$ cat config.mk
export PLATFORM = sky130hd
export DESIGN_NAME = arm_core
export DESIGN_NICKNAME = d
export VERILOG_FILES = /design/src/rtl/arm_core_pkg.sv /design/src/rtl/arm_if.sv /design/src/rtl/arm_pre_dec.sv /design/src/rtl/xpsr_reg.sv /design/src/rtl/arm_core.sv
export SDC_FILE = /design/constraint.sdc
export NUM_CORES = 1
export LEC_CHECK = 0
export ABC_AREA = 1
export ABC_CLOCK_PERIOD_IN_PS = 2800
export CAP_MARGIN = 15
export CORE_MARGIN = 2
export CORE_UTILIZATION = 40
export CTS_CLUSTER_SIZE = 24
export DETAILED_ROUTE_END_ITERATION = 12
export HOLD_SLACK_MARGIN = 0.03
export PLACE_DENSITY = 0.62
export SLEW_MARGIN = 20
export SYNTH_ARGS = -nofsm -noshare
export SYNTH_HDL_FRONTEND = slang
export SYNTH_SLANG_ARGS = --single-unit
$ cat constraint.sdc
create_clock -name clk -period 2.8 [get_ports clk]
set_clock_uncertainty 0.05 [all_clocks]
set_input_delay 0.7 -clock clk [delete_from_list [all_inputs] [get_ports clk]]
set_output_delay 0.7 -clock clk [all_outputs]
set_load 0.1 [all_outputs]
$ cat src/rtl/arm_core_pkg.sv
// arm_core_pkg: shared condition codes, APSR bit indices, opcode patterns and ITSTATE mapping
package arm_core_pkg;
  typedef enum logic [3:0] {EQ, NE, CS, CC, MI, PL, VS, VC, HI, LS, GE, LT, GT, LE, AL} cond_e;
  typedef enum int {APSR_Q, APSR_V, APSR_C, APSR_Z, APSR_N} apsr_bit_e;
  localparam logic [31:0] NOP_HINT = 32'hBF00_0000;
  localparam logic [7:0] IT_OPCODE = 8'hBF;
  localparam logic [4:0] PFX_A = 5'b11101;
  localparam logic [4:0] PFX_B = 5'b11110;
  localparam logic [4:0] PFX_C = 5'b11111;
  // Top five bits of a halfword that opens a 32-bit instruction
  function automatic logic is_prefix(input logic [4:0] top);
    is_prefix = top == PFX_A || top == PFX_B || top == PFX_C;
  endfunction
  // ITSTATE[7:2] lives in epsr[6:1], ITSTATE[1:0] in epsr[9:8]
  function automatic logic [31:0] it_to_epsr(input logic [7:0] it);
    it_to_epsr = '0;
    it_to_epsr[6:1] = it[7:2];
    it_to_epsr[9:8] = it[1:0];
  endfunction
endpackage

$ cat src/rtl/arm_if.sv
// arm_if: assembles 16/32-bit Thumb-2 instructions from one halfword per clock
// Ports: clk, rst, inst_hw (fetched halfword) -> valid_inst (assembled word), inst_valid
module arm_if
  import arm_core_pkg::*;
(
  input  logic        clk,
  input  logic        rst,
  input  logic [15:0] inst_hw,
  output logic [31:0] valid_inst,
  output logic        inst_valid
);
  logic [15:0] hold;
  logic        pending;
  always_ff @(posedge clk) begin
    if (rst) begin
      valid_inst <= '0;
      inst_valid <= 1'b0;
      pending    <= 1'b0;
      hold       <= '0;
    end else if (pending) begin
      valid_inst <= {hold, inst_hw};
      inst_valid <= 1'b1;
      pending    <= 1'b0;
    end else if (is_prefix(inst_hw[15:11])) begin
      hold       <= inst_hw;
      pending    <= 1'b1;
      inst_valid <= 1'b0;
    end else begin
      valid_inst <= {inst_hw, 16'h0000};
      inst_valid <= 1'b1;
    end
  end
endmodule

$ cat src/rtl/arm_pre_dec.sv
// arm_pre_dec: IT detection, condition check against APSR and squash of failing instructions
// Ports: inst_valid, valid_inst, it_cond, in_it_blk, apsr -> is_it, hint_or_exc, cur_cond, inst
module arm_pre_dec
  import arm_core_pkg::*;
#(
  parameter logic [31:0] NOP_WORD = NOP_HINT
) (
  input  logic        inst_valid,
  input  logic [31:0] valid_inst,
  input  logic [3:0]  it_cond,
  input  logic        in_it_blk,
  input  logic [4:0]  apsr,
  output logic        is_it,
  output logic        hint_or_exc,
  output logic [3:0]  cur_cond,
  output logic [31:0] inst
);
  logic n, z, c, v, base, pass, unused_q;
  assign {n, z, c, v} = {apsr[APSR_N], apsr[APSR_Z], apsr[APSR_C], apsr[APSR_V]};
  assign unused_q = apsr[APSR_Q];
  assign cur_cond = it_cond;
  // A zero mask means a plain hint (NOP/YIELD/...), not an IT
  assign is_it = inst_valid && valid_inst[31:24] == IT_OPCODE && valid_inst[19:16] != 4'h0;
  always_comb begin
    base = cur_cond[3:1] == 3'd0 ? z :
           cur_cond[3:1] == 3'd1 ? c :
           cur_cond[3:1] == 3'd2 ? n :
           cur_cond[3:1] == 3'd3 ? v :
           cur_cond[3:1] == 3'd4 ? c && !z :
           cur_cond[3:1] == 3'd5 ? n == v :
           cur_cond[3:1] == 3'd6 ? n == v && !z : 1'b1;
    pass = cur_cond[0] && cur_cond != 4'hF ? !base : base;
  end
  assign hint_or_exc = inst_valid && in_it_blk && !is_it && !pass;
  assign inst = !inst_valid ? 32'h0 : hint_or_exc ? NOP_WORD : valid_inst;
endmodule

$ cat src/rtl/xpsr_reg.sv
// xpsr_reg: APSR flags, IPSR and the EPSR copy of ITSTATE with IT-block advance
// Ports: clk, rst, inst_valid, is_it, it_load, apsr_wdata, ipsr_wdata -> apsr, it_cond, in_it_blk
module xpsr_reg
  import arm_core_pkg::*;
#(
  parameter logic [4:0] APSR_INIT = 5'b00000
) (
  input  logic       clk,
  input  logic       rst,
  input  logic       inst_valid,
  input  logic       is_it,
  input  logic [7:0] it_load,
  input  logic [4:0] apsr_wdata,
  input  logic [8:0] ipsr_wdata,
  output logic [4:0] apsr,
  output logic [3:0] it_cond,
  output logic       in_it_blk
);
  logic [31:0] epsr;
  logic [8:0]  ipsr;
  logic [7:0]  itstate, it_nx;
  logic [4:0]  en_apsr;
  logic        en_ipsr, unused_bits;
  // Write enables belong to execute; they stay idle here unless driven from outside
  assign en_apsr = '0;
  assign en_ipsr = 1'b0;
  assign itstate = {epsr[6:1], epsr[9:8]};
  assign it_cond = itstate[7:4];
  assign in_it_blk = itstate[3:0] != 4'h0;
  assign unused_bits = ^{epsr[31:10], epsr[7], epsr[0], ipsr};
  // An IT seen inside an active block only advances it, like any other instruction
  always_comb
    it_nx = !inst_valid ? itstate :
            is_it && !in_it_blk ? it_load :
            !in_it_blk ? itstate :
            itstate[2:0] == 3'd0 ? 8'h00 : {itstate[7:5], itstate[3:0], 1'b0};
  always_ff @(posedge clk) begin
    if (rst) begin
      epsr <= '0;
      apsr <= APSR_INIT;
      ipsr <= '0;
    end else begin
      epsr <= it_to_epsr(it_nx);
      apsr <= (apsr & ~en_apsr) | (apsr_wdata & en_apsr);
      if (en_ipsr) ipsr <= ipsr_wdata;
    end
  end
endmodule

$ cat src/rtl/arm_core.sv
// arm_core: Thumb-2 front end issuing one 32-bit word per valid cycle with IT-block squashing
// Ports: inst_hw (halfword in), rst, clk -> inst (word to decode, 0 when nothing issued)
module arm_core
  import arm_core_pkg::*;
#(
  parameter logic [4:0]  APSR_INIT = 5'b00000,
  parameter logic [31:0] NOP_WORD  = NOP_HINT
) (
  input  logic [15:0] inst_hw,
  input  logic        rst,
  input  logic        clk,
  output logic [31:0] inst
);
  logic [31:0] valid_inst;
  logic        inst_valid, is_it, in_it_blk, hint_or_exc;
  logic [4:0]  apsr;
  logic [3:0]  it_cond, cur_cond;
  arm_if u_if (
    .clk(clk), .rst(rst), .inst_hw(inst_hw), .valid_inst(valid_inst), .inst_valid(inst_valid)
  );
  arm_pre_dec #(.NOP_WORD(NOP_WORD)) u_pre_dec (
    .inst_valid(inst_valid), .valid_inst(valid_inst), .it_cond(it_cond), .in_it_blk(in_it_blk),
    .apsr(apsr), .is_it(is_it), .hint_or_exc(hint_or_exc), .cur_cond(cur_cond), .inst(inst)
  );
  xpsr_reg #(.APSR_INIT(APSR_INIT)) u_xpsr_reg (
    .clk(clk), .rst(rst), .inst_valid(inst_valid), .is_it(is_it), .it_load(valid_inst[23:16]),
    .apsr_wdata(5'b00000), .ipsr_wdata(9'h000), .apsr(apsr), .it_cond(it_cond),
    .in_it_blk(in_it_blk)
  );
endmodule

[After elaboration in Yosys (flattened, before gate mapping)]
Index checks and enable logic that the tools add are counted.
Storage, ports and cells
  bits in latches: 0
  logic and storage cells: 56
  bits of input ports: 18
  memory bits (writable): 0
  output and inout bits: 32
  memories: 0
  flip-flop bits (word level): 58
  bits in read-only memories: 0
Operators by class
  divide/modulo/power cells: 0
  add/subtract/negate cells: 0
  $lt $le $gt $ge: 0
  reduce and logical (&&, ||, !) cells: 23
  muxes and demuxes: 16
  shift operators: 0
  multipliers: 0
  bitwise operators: 1
  eq/ne operators: 10
Operators by type and width (count)
  2-to-1 mux 32 bit: 4
  2-to-1 mux 8 bit: 3
  equality test 5 bit, second input constant: 3
  2-to-1 mux 1 bit: 9
  equality test 8 bit, second input constant: 1
  nonzero test 4 bit: 2
  logical AND 1 bit: 7
  equality test 3 x 2 -> 1 bit, second input constant: 2
  zero test 3 bit: 2
  zero test 1 bit: 4
  inequality test 4 bit, second input constant: 1
  AND reduction 2 bit: 2
  nonzero test 2 bit: 2
  equality test 3 x 1 -> 1 bit, second input constant: 1
  equality test 3 bit, second input constant: 1
  AND reduction 3 bit: 1
  logical OR 1 bit: 2
  inequality test 2 x 1 -> 1 bit, second input constant: 1
  OR reduction 2 bit: 1
  NOT 1 bit: 1

[Depth between registers and ports, before layout]
Gate-level depths: netlist of run 1.
  word-level depth: 12
  mapped depth: 10
  gate-level depth less buffers: 10

[Modules after synthesis]
A second synthesis of run 1 with hierarchy kept.
Unflattened totals
  cell total of the unflattened synthesis: 474
  area, all modules: 3184.3 um^2
Modules (own cells, without submodules)
  arm_if: seq. area each 1001.0 um^2, times used 1, area each 2065.7 um^2, cells an instance 270
  xpsr_reg: seq. area each 160.2 um^2, times used 1, area each 578.1 um^2, cells an instance 89
  arm_pre_dec: seq. area each 0.0 um^2, times used 1, area each 536.8 um^2, cells an instance 114
  arm_core: seq. area each 0.0 um^2, times used 1, area each 3.8 um^2, cells an instance 1

[Least setup slack after synthesis of run 1]
Ideal clock, no wire load.
  kind: flip-flop to output port
  start point: register u_xpsr_reg.epsr[4]
  end point: output inst[24]
  data arrival time: 2.285 ns
  path slack: -0.235 ns
  required time: 2.050 ns
  stages on the path, launching flop included: 6
  path buffers: 0
  cell sequence: dfxtp_1 o21ai_2 nor2_1 a21oi_2 nand3_4 a21oi_1
On the way
  word-level cells in the longest chain between the ends: 12
  elaborated cells on any way between the ends: 18
  those cells by class: 5 x eq/ne; 8 x mux; 5 x reduce/logical
RTL lines
  from (decl): RTL line xpsr_reg.sv:19  | logic [31:0] epsr;
  from (signal assigned): RTL line xpsr_reg.sv:43  | epsr <= it_to_epsr(it_nx);
  equality test 3 bit: RTL line arm_pre_dec.sv:29  | cur_cond[3:1] == 3'd4 ? c && !z :
  2-to-1 mux 1 bit: RTL line arm_pre_dec.sv:29
  2-to-1 mux 1 bit: RTL line arm_pre_dec.sv:28  | cur_cond[3:1] == 3'd3 ? v :
  2-to-1 mux 1 bit: RTL line arm_pre_dec.sv:27  | cur_cond[3:1] == 3'd2 ? n :
  2-to-1 mux 1 bit: RTL line arm_pre_dec.sv:26  | cur_cond[3:1] == 3'd1 ? c :
  2-to-1 mux 1 bit: RTL line arm_pre_dec.sv:25  | base = cur_cond[3:1] == 3'd0 ? z :
  zero test 1 bit: RTL line arm_pre_dec.sv:32  | pass = cur_cond[0] && cur_cond != 4'hF ? !base : base;
  2-to-1 mux 1 bit *: RTL line arm_pre_dec.sv:32
  zero test 1 bit *: RTL line arm_pre_dec.sv:34  | assign hint_or_exc = inst_valid && in_it_blk && !is_it && !pass;
  logical AND 1 bit *: RTL line arm_pre_dec.sv:34
  2-to-1 mux 32 bit * (2 in a row): RTL line arm_pre_dec.sv:35  | assign inst = !inst_valid ? 32'h0 : hint_or_exc ? NOP_WORD : valid_inst;
  to (decl): RTL line arm_core.sv:12  | output logic [31:0] inst
Mark *: on every way between the ends. The rest lies on a longest branch, timed or not.

[Final worst setup path of run 1]
  start point: register u_if.inst_valid
  end point: output inst[11]
On the way
  word-level cells in the longest chain between the ends: 7
  elaborated cells on any way between the ends: 8
  those cells by class: 2 x mux; 6 x reduce/logical
RTL lines
  from (decl): RTL line arm_if.sv:10  | output logic inst_valid
  from (signal assigned): RTL line arm_if.sv:17  | inst_valid <= 1'b0;
  from (signal assigned): RTL line arm_if.sv:22  | inst_valid <= 1'b1;
  from (signal assigned): RTL line arm_if.sv:27  | inst_valid <= 1'b0;
  logical AND 1 bit (2 in a row): RTL line arm_pre_dec.sv:23  | assign is_it = inst_valid && valid_inst[31:24] == IT_OPCODE && valid_inst[19:16] != 4'h0;
  zero test 1 bit: RTL line arm_pre_dec.sv:34
  logical AND 1 bit (2 in a row): RTL line arm_pre_dec.sv:34
  2-to-1 mux 32 bit: RTL line arm_pre_dec.sv:35
  2-to-1 mux 32 bit *: RTL line arm_pre_dec.sv:35
Marks and branches as above.

==> results.toml, run 1 <==
[run_status]
status = "completed"

[timing]
finalCriticalPeriod_ns = 2.58
fin_crit_sh_pct = 92.3
slew_headroom_pct = 67.7
worst_slew_pin_slew_ns = 0.484
setup_ws_ns = 0.216
setup_violations = 0
max_freq_mhz = 387
fin_hold_ws_ns = 0.402
rsz0062_at_grt = "false"
finalSetupTns_ns = 0
hold_viol = 0
drv_slew = 0

[floorplan]
num_rows = 29
initial_core_util_pct = 41.5
die_h_um = 85.4
coreArea_um2 = 6390
pin_count = 50
die_w_um = 85.4
dieArea_um2 = 7300

[critical_path]
cp.required_ns = 2.05
cp_cell_sequence = "nand2_1 > nor2_1 > nand2_2 > nand3_4 > inv_6 > nor2_2 > buf_12"
cp-startpoint = "u_if.inst_valid"
critPathSlowestCell = "dfxtp_1"
critical-path-top-delay-family = "simple AND/OR/NAND/NOR gates"
path_buf_inv = 2
path_max_fanout = 25
critPathCaptureType = "output pin"
path_class = "reg -> out"
crit_arrival_ns = 1.83
slowest_delay_ns = 0.48
setup.worst_path.start_class = "register"
r2r-start = "u_if.inst_valid"

[synthesis]
seq_area_frac_synth_pct = 43.8
ys_async_sr_fraction_pct = 0
ys_seq_elements = 58
avgSynthCellArea_um2 = 7.31
synth_flop_cell = "dfxtp_1"
ys_types = 27
synth_cells = 363
syn_nets = 381
synth_edf_count = 0
synth_area_um2 = 2650
yosysWarnings = 0

[layout]
finalInstanceArea_um2 = 3730
synthToLayoutAreaGrowth_pct = 40.5
fin_cells = 492
final_util_pct = 58.4
insertedDiodeCount = 0
fin_nets = 428
nFillCells = 590
drive_gt1_share_pct = 21.9

[placement]
place_area_um2 = 3490
dp_hpwl_um = 4330
place_congestion = 0.791
placed_cells = 476
place_ws_ns = 0.421
io_buffers = 49

[clock_tree]
cts_tree = "yes"
cts_made_buffers = 9
insertion_delay_ns = 0.33
postCtsSetupBuffers = 0
clockBufferDepth = 2
htreeDepth = 3
cts_sinks = 58
clk_pin_slew_ns = 0.06
clock-root-buffer = "clkbuf_8"

[power_and_ir_drop]
switchingPower_mw = 0.980
p_sw_share_pct = 35.8
p_leak_nw = 1.53
pwr-share-comb_pct = 32.9
peakVddDrop_mv = 0.686
p_int_mw = 1.76
power_density_nw_per_um2 = 735
pwr-share-seq_pct = 34.1
p_clk_share_pct = 33.0
power_mw = 2.74

[route]
met3_length_um = 345
drt_first_iter_violations = 98
vias = 2341
wl_met2_um = 3020
remaining_drc_errors = 0
wl_per_cell_um = 12.4
antenna_left = 0
met1_length_um = 2680
routed_wl_um = 6110
dr.pass1.iters = 4
topRoutingLayerUsed = "met4"
vias_per_cell = 4.76

[grt]
grt_max_degree = 28
globalRouteTotalUtil_pct = 17.8
grt-ovfl-total = 0
grt_pass1_wl_um = 10100
grt_pass1_vias = 2183
antenna_found_initial = 0

[flow_run]
max_cap_violations = 0

[hold_path]
hold_start = "u_if.hold[15]"
hold_path.class = "reg -> reg"
==> registers in the layout, indices dropped and copies added (netlist names) <==
name,cells
u_xpsr_reg.epsr,8
u_if.valid_inst,32
u_if.pending,1
u_if.hold,16
u_if.inst_valid,1
==> area by class of cell <==
| type | instances | area [um^2] | area share, % |
|---|---|---|---|
| timing repair buffer | 52 | 833 | 22.4 |
| tap | 77 | 96.3 | 2.58 |
| sequential | 58 | 1160 | 31.2 |
| clock inverter | 6 | 105 | 2.82 |
| multi-input combinational | 251 | 1250 | 33.5 |
| clock buffer | 10 | 128 | 3.42 |
| inverter | 38 | 155 | 4.16 |
==> worst reg2reg max path, stage by stage (launching register included) <==
cell and delay, ns:
dfxtp_1 0.48, nand2_1 0.13, nand3b_1 0.18, nor2_2 0.15, nand2_1 0.13, nor2_1 0.14, nor2_1 0.07, nor2_1 0.09
==> final timing paths <==
kind / to / slack (ns) / cells past startpoint
hold / removal: u_if.hold[15] / 0.40 / 2
hold reg to reg: u_if.hold[15] / 0.40 / 2
setup / recovery: inst[11] / 0.22 / 7
setup reg to reg: u_xpsr_reg.epsr[6] / 1.34 / 7
==> Yosys cell counts, types with 5 or more instances <==
cell	instances	area share [%]
o21ai_0	8	1.5
a21oi_1	22	4.2
inv_1	33	4.7
dfxtp_1	58	44
nor2_1	27	3.8
o22ai_1	12	2.8
mux2i_1	13	4.9
nor2_2	21	5.0
nand3_1	6	1.1
o21ai_1	5	0.94
nand2_1	122	17
==> placed cells by master (no fill, tap or decap), types with 4 or more instances in the layout <==
master             n
nand2_1          122
dfxtp_1           58
inv_1             33
buf_12            32
nor2_2            26
nor2_1            22
a21oi_1           22
clkdlybuf4s50_1   17
mux2i_1           13
o22ai_1           12
clkbuf_8           9
o21ai_0            8
nand3_1            6
o21ai_1            5
nand2_2            4
==> power groups by stage <==
stage / clock network [mW] / logic (mW) / registers, mW
floorplan: 0 / 0.659 / 0.940
finish: 0.904 / 0.901 / 0.935
detailed placement: 0 / 0.899 / 0.952
global placement: 0 / 0.898 / 0.951
global route: 0.953 / 0.964 / 0.943
CTS: 0.918 / 0.903 / 0.935
==> kinds of logic (layout without fill, tap and decap cells) <==
logic type | count (synthesis) | after routing | synth area share [%]
muxes | 13 | 13 | 4.91
AOI/OAI and AO/OA | 54 | 54 | 11.6
buffers and inverters | 54 | 106 | 9.62
and+or+nand+nor | 184 | 184 | 30.1
DFF | 58 | 58 | 43.8
==> metal layers <==
| metal | GRT usage (%) | up-vias |
|---|---|---|
| met1 | 21.4 | 1045 |
| met4 | 5.19 | 0 |
| met5 | 0 | - |
| li1 | - | 1231 |
| met3 | 6.03 | 4 |
| met2 | 30.0 | 61 |
==> what timing repair did <==
item	in CTS	in global routing
endpoints found under the hold margin	0	0
gates resized for setup	0	1
hold buffers	0	0
endpoints found under the setup margin	0	25
(Power assumes the default switching activity.)
==> run 2, diff against run 1 <==
CAP_MARGIN = default   (was 15)
==> results of run 2 <==
Same layout as run 1: the final DEF is identical, and so are final timing and power.
==> run 3, diff against run 2 <==
HOLD_SLACK_MARGIN = default   (was 0.03)
==> results of run 3 <==
Same layout as run 1: the final DEF is identical, and so are final timing and power.
